**config.mk**
```make
export PLATFORM = sky130hd
export DESIGN_NAME = vga_scan_controller
export DESIGN_NICKNAME = d
export VERILOG_FILES = /design/src/rtl/vga_scan_controller.sv
export SDC_FILE = /design/constraint.sdc
export NUM_CORES = 1
export LEC_CHECK = 0
export CAP_MARGIN = 20
export CORE_MARGIN = 5
export CORE_UTILIZATION = 44
export CTS_CLUSTER_DIAMETER = 80
export DETAILED_ROUTE_END_ITERATION = 12
export PLACE_DENSITY_LB_ADDON = 0.08
export SYNTH_ARGS = -nofsm -noshare
export SYNTH_HDL_FRONTEND = slang
export SYNTH_SLANG_ARGS = --single-unit
```
**constraint.sdc**
```tcl
create_clock -name clk -period 2.4 [get_ports clk]
set_input_delay 0.36 -clock clk [delete_from_list [all_inputs] [get_ports clk]]
set_output_delay 0.36 -clock clk [all_outputs]
set_load 0.03 [all_outputs]
```
**src/rtl/vga_scan_controller.sv**
```systemverilog
// 640x480@60 style VGA timing generator: pixel-rate enable from clk/2, x/y scan
// counters, and a registered colour/sync stage aligned one pixel behind x,y.
module vga_scan_controller #(
  parameter int          H_ACTIVE = 640,
  parameter int          H_FP     = 16,
  parameter int          H_SYNC   = 96,
  parameter int          H_BP     = 48,
  parameter int          V_ACTIVE = 480,
  parameter int          V_FP     = 10,
  parameter int          V_SYNC   = 2,
  parameter int          V_BP     = 33,
  parameter logic [23:0] FG_RGB   = 24'hFFFFFF,
  parameter logic [23:0] BG_RGB   = 24'h000000
) (
  input  logic       clk,
  input  logic       rst,
  input  logic       pixel,
  output logic [9:0] x,
  output logic [9:0] y,
  output logic       vga_clk,
  output logic       hsync,
  output logic       vsync,
  output logic       blank_n,
  output logic [7:0] red,
  output logic [7:0] green,
  output logic [7:0] blue,
  output logic       frame_start
);

  localparam int H_TOTAL = H_ACTIVE + H_FP + H_SYNC + H_BP;
  localparam int V_TOTAL = V_ACTIVE + V_FP + V_SYNC + V_BP;

  localparam logic [9:0] H_LAST     = 10'(H_TOTAL - 1);
  localparam logic [9:0] V_LAST     = 10'(V_TOTAL - 1);
  localparam logic [9:0] H_VIS      = 10'(H_ACTIVE);
  localparam logic [9:0] V_VIS      = 10'(V_ACTIVE);
  localparam logic [9:0] H_SYNC_ON  = 10'(H_ACTIVE + H_FP);
  localparam logic [9:0] H_SYNC_OFF = 10'(H_ACTIVE + H_FP + H_SYNC);
  localparam logic [9:0] V_SYNC_ON  = 10'(V_ACTIVE + V_FP);
  localparam logic [9:0] V_SYNC_OFF = 10'(V_ACTIVE + V_FP + V_SYNC);

  logic        pix_en_r;
  logic [9:0]  h_cnt_r;
  logic [9:0]  v_cnt_r;
  logic [9:0]  h_nxt_s;
  logic [9:0]  v_nxt_s;
  logic        h_wrap_s;
  logic        v_wrap_s;
  logic        frame_nxt_s;
  logic        visible_s;
  logic        hsync_raw_s;
  logic        vsync_raw_s;
  logic [23:0] rgb_s;
  logic [23:0] rgb_r;
  logic        hsync_r;
  logic        vsync_r;
  logic        blank_n_r;
  logic        frame_start_r;

  // Pixel-rate enable: toggles every clk, so it is high on every second edge.
  always_ff @(posedge clk or posedge rst) begin
    if (rst) begin
      pix_en_r <= 1'b0;
    end else begin
      pix_en_r <= ~pix_en_r;
    end
  end

  assign h_wrap_s    = (h_cnt_r == H_LAST);
  assign v_wrap_s    = (v_cnt_r == V_LAST);
  assign frame_nxt_s = pix_en_r & h_wrap_s & v_wrap_s;

  // Next scan position; the line counter only moves when the pixel counter wraps.
  always_comb begin
    h_nxt_s = h_cnt_r;
    v_nxt_s = v_cnt_r;
    if (pix_en_r) begin
      if (h_wrap_s) begin
        h_nxt_s = 10'd0;
        if (v_wrap_s) begin
          v_nxt_s = 10'd0;
        end else begin
          v_nxt_s = v_cnt_r + 10'd1;
        end
      end else begin
        h_nxt_s = h_cnt_r + 10'd1;
      end
    end else begin
      h_nxt_s = h_cnt_r;
      v_nxt_s = v_cnt_r;
    end
  end

  // Scan counter registers.
  always_ff @(posedge clk or posedge rst) begin
    if (rst) begin
      h_cnt_r <= 10'd0;
      v_cnt_r <= 10'd0;
    end else begin
      h_cnt_r <= h_nxt_s;
      v_cnt_r <= v_nxt_s;
    end
  end

  // Colour and raw sync for the position currently on x,y.
  always_comb begin
    visible_s   = (h_cnt_r < H_VIS) && (v_cnt_r < V_VIS);
    hsync_raw_s = !((h_cnt_r >= H_SYNC_ON) && (h_cnt_r < H_SYNC_OFF));
    vsync_raw_s = !((v_cnt_r >= V_SYNC_ON) && (v_cnt_r < V_SYNC_OFF));
    if (!visible_s) begin
      rgb_s = 24'h000000;
    end else if (pixel) begin
      rgb_s = FG_RGB;
    end else begin
      rgb_s = BG_RGB;
    end
  end

  // Output stage: sampled together on pix_en so sync, blank and colour share one delay.
  always_ff @(posedge clk or posedge rst) begin
    if (rst) begin
      rgb_r     <= 24'h000000;
      hsync_r   <= 1'b1;
      vsync_r   <= 1'b1;
      blank_n_r <= 1'b0;
    end else if (pix_en_r) begin
      rgb_r     <= rgb_s;
      hsync_r   <= hsync_raw_s;
      vsync_r   <= vsync_raw_s;
      blank_n_r <= visible_s;
    end else begin
      rgb_r     <= rgb_r;
      hsync_r   <= hsync_r;
      vsync_r   <= vsync_r;
      blank_n_r <= blank_n_r;
    end
  end

  // Frame pulse only on the wrap into (0,0), never on reset exit.
  always_ff @(posedge clk or posedge rst) begin
    if (rst) begin
      frame_start_r <= 1'b0;
    end else begin
      frame_start_r <= frame_nxt_s;
    end
  end

  assign x           = h_cnt_r;
  assign y           = v_cnt_r;
  assign vga_clk     = pix_en_r;
  assign hsync       = hsync_r;
  assign vsync       = vsync_r;
  assign blank_n     = blank_n_r;
  assign red         = rgb_r[23:16];
  assign green       = rgb_r[15:8];
  assign blue        = rgb_r[7:0];
  assign frame_start = frame_start_r;

endmodule

```
==> metrics.txt, run 1 <==
status completed; Seq cells post-synth 26; final period utilization 0.859; fraction of layout cells with a size suffix above 1 0.0829; # Post-CTS Setup Buffers 0; TritonCTS clock tree done; dpl ws ~360 ps; WP data required 2660 ps; CP arrival between 2000 and 2500 ps; Die X around 67 µm; first-pass GRT wire length 5.14 mm; DP HPWL around 2.3 mm; vias 1122; Yosys top cell by area dfrtp_1; Area Overhead vs Synth 31.0%; Remaining DRCs 0; final net count between 150 and 200; CTS Hold Bufs 0; H-tree Lvls 1; largest net degree at the start of global routing 27; utilization after layout 0.609; Syn. warnings 0; worst hold path type in2async; Clk pin slew, worst setup/hold paths about 140 ps; Pins Over Slew Limit 0; CP Capture Type flop; GRT busiest layer met2; setup TNS 0 ps; most frequent cell after synthesis dfrtp_1; post-synth cell types 34; met2 Usage GRT 0.248; Hold Vio Cnt, Final 0; I/O pin count 52; Slew @ Worst Pin between 500 and 600 ps; syn avg cell area a little under 10 µm²; fraction of registers with async set/reset 1.00; unrepaired setup endpoints after global routing no; commonest cells in the netlist dfrtp_1, buf_4, nor2_1, inv_1, nand3_1; clock tree buffer depth 2; CP Launch Type flop; DR pass1 iterations 4; initial antenna violation count 0; Synth area leaders dfrtp_1, buf_4, xnor2_1, dfstp_2, ha_1; Leak roughly 0.79 nW; Final Skew 5.77 ps; Vias/cell between 4 and 5; cell area after synthesis between 0.001 and 0.0015 mm²; final setup vio count 0; worst setup margin about 340 ps; number of DRC markers in iteration 0 just under 70; Routed WL roughly 3.1 mm; site row count 20; chip height between 60 and 70 µm; GRT Overall Usage 0.148; Die Area 0.00452 mm²; GRT met1 Usage 0.188; Resize count post-CTS 0; Max Clock Freq between 400 and 500 MHz; post-synth top area share 0.416; Initial Util 0.465; WHS 384 ps; CTS Sinks 26; worst relative slew slack 0.616; Global Route met3 Usage 0.0316; final global-route overflow total 0; CTS Root Cell clkbuf_4; peak supply drop around 0.22 mV; Num CTS Buffers 3; Worst-Skew Late Latency 320 ps; largest fanout on the critical path 7; vias in the first global route ~1100; final non-filler cell area 0.00189 mm²; pwr dens 402 mW/mm²; # diodes 0; EDFF count, synth 0; synthesized net count ~160; port buffer count 51; dpl cell area 0.00185 mm²; core area roughly 0.0031 mm²; Placer Congestion about 0.86; Seq/Total Area, Yosys 0.453; Post-DRT Antenna Nets 0; class of the most critical setup path reg2reg; average wire per standard cell about 14 µm; MaxCap Viol Count 0; Synth Instances ~150; ys flop type dfrtp_1; fin crit period about 2100 ps
power by group:
part	internal [mW]	total, mW	switching [mW]
Clock	0.0928	0.219	0.126
Sequential	0.439	0.444	0.00471
Combinational	0.0379	0.0977	0.0598
Total	0.570	0.760	0.190
layout by cell type, fill, tap and decap left out, drive strengths merged, types with 2 or more instances in the layout:
cell / count
clkdlybuf4s50: 51
dfrtp: 24
nor2: 12
nand3: 10
inv: 10
xnor2: 9
o21ai: 6
nand2: 5
nand4: 5
xor2: 4
nor4: 4
ha: 4
buf: 4
nor3: 4
clkbuf: 4
a21oi: 3
and3: 3
or3: 3
nor4bb: 2
dfstp: 2
or4b: 2
per-stage QoR:
step                      total power, mW  cells
after floorplan                     0.531    148
after CTS                           0.773    225
final                               0.760    225
after global routing                0.801    225
after detailed placement            0.552    221
after global placement              0.551    221
final timing paths:
kind,to,cells past startpoint,startpoint,slack [ps]
worst max-delay path,y[3],4,x[5],340
worst min-delay path,y[3],3,rst,380
worst max register to register,y[3],4,x[5],340
worst min register to register,hsync,2,hsync,500
max in group asynchronous,hsync,3,rst,1720
min in group clk,hsync,2,hsync,500
flip-flops by register name, summed over array words and instances (netlist names):
register,flops
x,10
rgb_r,1
hsync,1
frame_start,1
vsync,1
y,10
vga_clk,1
blank_n,1
final cells by class:
class                   count  area [µm²]
clock buffers               4        36.3
fillers                   291        1210
inverters                  10        37.5
multi-input cells          86         566
flip-flops and latches     26         654
well taps                  44        55.1
repair buffers             55         541
kinds of logic (layout without fill, tap and decap cells):
group	Yosys count	count (layout)	synth area share
DFF	26	26	0.453
muxes	1	1	0.00694
and+or+nand+nor	54	54	0.213
buffers and inverters	36	69	0.155
xor gates and xnor gates	13	13	0.0789
adders and majority gates	4	4	0.0347
AOI/OAI and AO/OA	14	14	0.0581
layer usage:
layer,vias to the layer above,part of all wire
met5,-,0
met4,0,0.0095
met3,4,0.077
met2,41,0.47
met1,525,0.44
li1,552,-
worst max-delay path, cell delays in order, from the launching register on:
cell and delay, ps:
dfrtp_1 480, or4b_1 660, or3_4 390, or3_1 350
a21oi_1 130
Power figures use the tool's default switching activity.
==> inputs of run 2 (changes only) <==
--- a/config.mk
+++ b/config.mk
@@ -6,7 +6,7 @@
 export NUM_CORES = 1
 export LEC_CHECK = 0
 export CAP_MARGIN = 20
-export CORE_MARGIN = 5
+export CORE_MARGIN = 4
 export CORE_UTILIZATION = 44
 export CTS_CLUSTER_DIAMETER = 80
 export DETAILED_ROUTE_END_ITERATION = 12
==> run 2 against run 1 <==
Cell count stayed put. Maximum frequency decreased by 1.1%. Global-route usage is 1.4 points higher. Flip-flop and latch count is the same. Critical path depth stayed put. Critical path type unchanged. Largest power group unchanged.
==> metrics.txt, run 2 (same netlist as run 1, synthesis figures left out) <==
pwr dens between 400 and 500 mW/mm²; Pins Over Slew Limit 0; Placer Congestion between 0.8 and 0.9; port buffer count 51; final non-filler cell area about 0.0019 mm²; vias ~1100; clock tree buffer depth 2; initial antenna violation count 0; number of DRC markers in iteration 0 88; average wire per standard cell between 10 and 15 µm; CP Capture Type flop; peak supply drop between 0.2 and 0.3 mV; MaxCap Viol Count 0; WP data required ~2700 ps; Post-DRT Antenna Nets 0; worst setup margin 315 ps; vias in the first global route approximately 1100; Routed WL ~3.2 mm; Final Skew between 1.5 and 2 ps; TritonCTS clock tree done; site row count 20; chip height between 60 and 70 µm; Leak 0.790 nW; largest fanout on the critical path 7; status completed; Num CTS Buffers 3; CTS Hold Bufs 0; setup TNS 0 ps; DP HPWL ~2.4 mm; DR pass1 iterations 4; fill cell count 296; CTS Sinks 26; Die Area 0.00426 mm²; CP Launch Type flop; utilization after layout 0.609; commonest non-fill, non-tap cell in the layout clkdlybuf4s50_1; Worst-Skew Late Latency approximately 320 ps; worst relative slew slack 0.612; first-pass GRT wire length approximately 5.4 mm; Slowest Stage Delay on Critical Path around 670 ps; Max Clock Freq 480 MHz; I/O pin count 52; fin crit period 2090 ps; final net count roughly 190; Layout Cells excl Fill 225; Remaining DRCs 0; Initial Util 0.465; CP max stage cell or4b_1; GRT Overall Usage 0.163; largest net degree at the start of global routing 27; worst hold path type in2async; Die X 65.3 µm; CP arrival roughly 2400 ps; final period utilization 0.869; placed instance count 221; final setup vio count 0; dpl ws around 350 ps; Area Overhead vs Synth 31.0%; # diodes 0; core area slightly above 0.003 mm²; worst-path cell chain or4b_1 -> or3_4 -> or3_1 -> a21oi_1; most frequent cells in the layout clkdlybuf4s50_1, dfrtp_1, nor2_1; unrepaired setup endpoints after global routing no; Hold Vio Cnt, Final 0; Clk pin slew, worst setup/hold paths approximately 140 ps; fraction of layout cells with a size suffix above 1 0.0829; dpl cell area around 0.0019 mm²; Vias/cell a little over 5; CTS Root Cell clkbuf_4; class of the most critical setup path reg2reg; Slew @ Worst Pin ~580 ps; final global-route overflow total 0; H-tree Lvls 1; worst reg2reg path depth 4
==> run 2: cell counts in the layout (fill, tap and decap cells not counted) <==
Identical to the previous run, type by type.
==> run 2: worst paths after layout <==
path                             from  endpoint  slack [ps]
worst max-delay path             x[5]      y[3]         310
worst min-delay path              rst      y[9]         370
worst max register to register   x[5]      y[3]         310
worst min register to register  hsync     hsync         510
max in group asynchronous         rst     hsync        1730
min in group clk                hsync     hsync         510
==> run 2: area by class of cell <==
cell class,instances,area [µm²],area share
Multi-Input combinational cell,86,566,0.299
Clock buffer,4,36.3,0.0192
Sequential cell,26,654,0.346
Inverter,10,37.5,0.0199
Tap cell,44,55.1,0.0291
Timing Repair Buffer,55,541,0.286
==> run 2: metal layers <==
layer / track usage / share of wire
met5: 0 / 0
met4: 0.0544 / 0.012
met3: 0.0427 / 0.070
met2: 0.268 / 0.49
met1: 0.206 / 0.43
==> run 2: metrics by stage <==
| stage | hold slack [ps] | power, mW |
|---|---|---|
| finish | 371 | 0.766 |
| global route | 386 | 0.807 |
| CTS | 384 | 0.776 |
| detailed placement | 489 | 0.552 |
| global placement | 481 | 0.551 |
| floorplan | 399 | 0.531 |
==> run 2: repair_timing <==
item,4_1_cts,5_1_grt
gates resized for setup,0,1
endpoints found under the setup margin,0,23
endpoints found under the hold margin,0,0
buffers inserted,0,0
==> run 2: critical path, delay by kind of cell (launching register included) <==
kind / cells / cell delay (ps)
AND/OR/NAND/NOR: 3 / 1420
flip-flops: 1 / 480
AO/OA/AOI/OAI: 1 / 130
==> run 2: power by group <==
group | switching (mW) | internal, mW
logic | 0.0602 | 0.0379
clock network | 0.131 | 0.0929
registers | 0.00493 | 0.439
total | 0.196 | 0.570
==> inputs of run 3 (changes only) <==
==> constraint.sdc (replaced) <==
create_clock -name clk -period 2.3 [get_ports clk]
set_input_delay 0.345 -clock clk [delete_from_list [all_inputs] [get_ports clk]]
set_output_delay 0.345 -clock clk [all_outputs]
set_load 0.03 [all_outputs]
==> run 3 against run 2 <==
Flip-flop and latch count did not move. Hold slack improved by 1.5 ps. Maximum frequency shrank 0.31%. Highest routed layer unchanged. Clock-buffer cell count did not move. Largest power group unchanged. First-iteration DRC count fell by 26%. Sequential power up 4%. Total power up 3.5%. Clock skew shrank 0.53 ps. Clock power increased by 2%.
==> metrics.txt, run 3 (same netlist as run 1, synthesis figures left out) <==
status completed; CTS Sinks 26; initial antenna violation count 0; MaxCap Viol Count 0; worst-path cell chain or4b_1 -> or3_4 -> or3_1 -> a21oi_1; Die Area about 0.0043 mm²; Crit path depth 4; Die X 65.3 µm; CP arrival about 2400 ps; port buffer count between 50 and 60; part of the power in the clock network 0.287; dpl cell area roughly 0.0019 mm²; final setup vio count 0; Initial Util 0.465; Pins Over Slew Limit 0; DR pass1 iterations 4; Post-DRT Antenna Nets 0; # diodes 0; CP Capture Type flop; unrepaired setup endpoints after global routing no; core area around 0.0031 mm²; Leak between 0.7 and 0.8 nW; Critical Path End y[3]; Slowest Stage Delay on Critical Path 660 ps; Area Overhead vs Synth 31.5%; worst relative slew slack 0.609; WP data required between 2000 and 3000 ps; Slew @ Worst Pin 583 ps; commonest non-fill, non-tap cell in the layout clkdlybuf4s50_1; internal cell power between 0.5 and 0.6 mW; final global-route overflow total 0; P_sw just under 0.2 mW; GRT Overall Usage 0.153; H-tree Lvls 1; final non-filler cell area ~0.0019 mm²; CP max stage cell or4b_1; Worst-Skew Late Latency 320 ps; dpl ws between 200 and 250 ps; switch share 0.251; average wire per standard cell 13.9 µm; Vias/cell between 5 and 6; placed instance count about 220; setup TNS 0 ps; most frequent cells in the layout clkdlybuf4s50_1, dfrtp_1, nor2_1; vias in the first global route between 1000 and 1500; DP HPWL roughly 2.3 mm; TritonCTS clock tree done; largest fanout on the critical path 7; Clk pin slew, worst setup/hold paths between 100 and 150 ps; first-pass GRT wire length between 5 and 6 mm; R2R Setup Slk between 200 and 250 ps; site row count 20; Layout Cells excl Fill around 230; sequential share of power 0.584; Remaining DRCs 0; Reg area 654 µm²; total power slightly below 0.8 mW; WHS around 370 ps; final net count 190; final period utilization 0.909; pwr dens around 420 mW/mm²; Reg2Reg Launch Point x[5]; Max Clock Freq ~480 MHz; Num CTS Buffers 3; Routed WL approximately 3.1 mm; fraction of layout cells with a size suffix above 1 0.0879; CP Launch Type flop; Placer Congestion 0.866; # Post-CTS Setup Buffers 0; Crit path max-delay family simple AND/OR/NAND/NOR gates; Hold Vio Cnt, Final 0; worst hold path type in2async; Combinational Power Share 0.129; class of the most critical setup path reg2reg; fill cell count ~270; worst reg2reg path depth 4; utilization after layout 0.611; CP bufs+invs 0; area of the multi-input gates about 570 µm²; largest net degree at the start of global routing 27; fin crit period 2090 ps; Final Skew ~1.3 ps; worst setup margin approximately 210 ps; chip height 65.3 µm; R2R Path End y[3]; clock tree buffer depth 2; I/O pin count 52; vias ~1100; number of DRC markers in iteration 0 65; Worst Setup SP x[5]; CTS Root Cell clkbuf_4; peak supply drop between 0.2 and 0.3 mV
[run 3: changes by cell type in the layout (fill, tap and decap cells not counted)]
cell	previous run	this run
buf_4	4	5
[run 3: worst min-delay path by stage]
stage | startpoint | end | cells after the start
2_1_floorplan | rst | blank_n | 1
3_3_place_gp | hsync | hsync | 2
3_5_place_dp | hsync | hsync | 2
4_1_cts | rst | y[8] | 3
5_1_grt | rst | y[5] | 3
6_report | rst | y[5] | 3
[run 3: final cells by class]
cell class / instances / area share
flip-flops and latches: 26 / 0.345
repair buffers: 56 / 0.289
multi-input cells: 86 / 0.298
inverters: 10 / 0.0198
well taps: 44 / 0.0290
clock buffers: 4 / 0.0191
[run 3: routing by layer]
layer	wire length, µm	part of all wire	GRT usage	vias up
met5	0	0	0	-
met4	21	0.0067	0.0389	0
li1	-	-	-	553
met2	1530	0.48	0.260	42
met3	194	0.062	0.0274	2
met1	1410	0.45	0.201	536
[run 3: worst min-delay path, delay by kind of cell]
family,cells,cell delay [ps]
buffers and inverters,3,760
[run 3: timing repair]
item / CTS / global route
resized for setup: 0 / 1
hold buffers: 0 / 0
endpoints found under the setup margin: 0 / 24
[run 3: power by group through the flow]
stage                     clock [mW]  sequential, mW  combinational [mW]
final                          0.228           0.463               0.102
after CTS                      0.240           0.464               0.104
after floorplan                    0           0.473              0.0813
after global routing           0.262           0.465               0.107
after detailed placement           0           0.472               0.104
after global placement             0           0.471               0.103
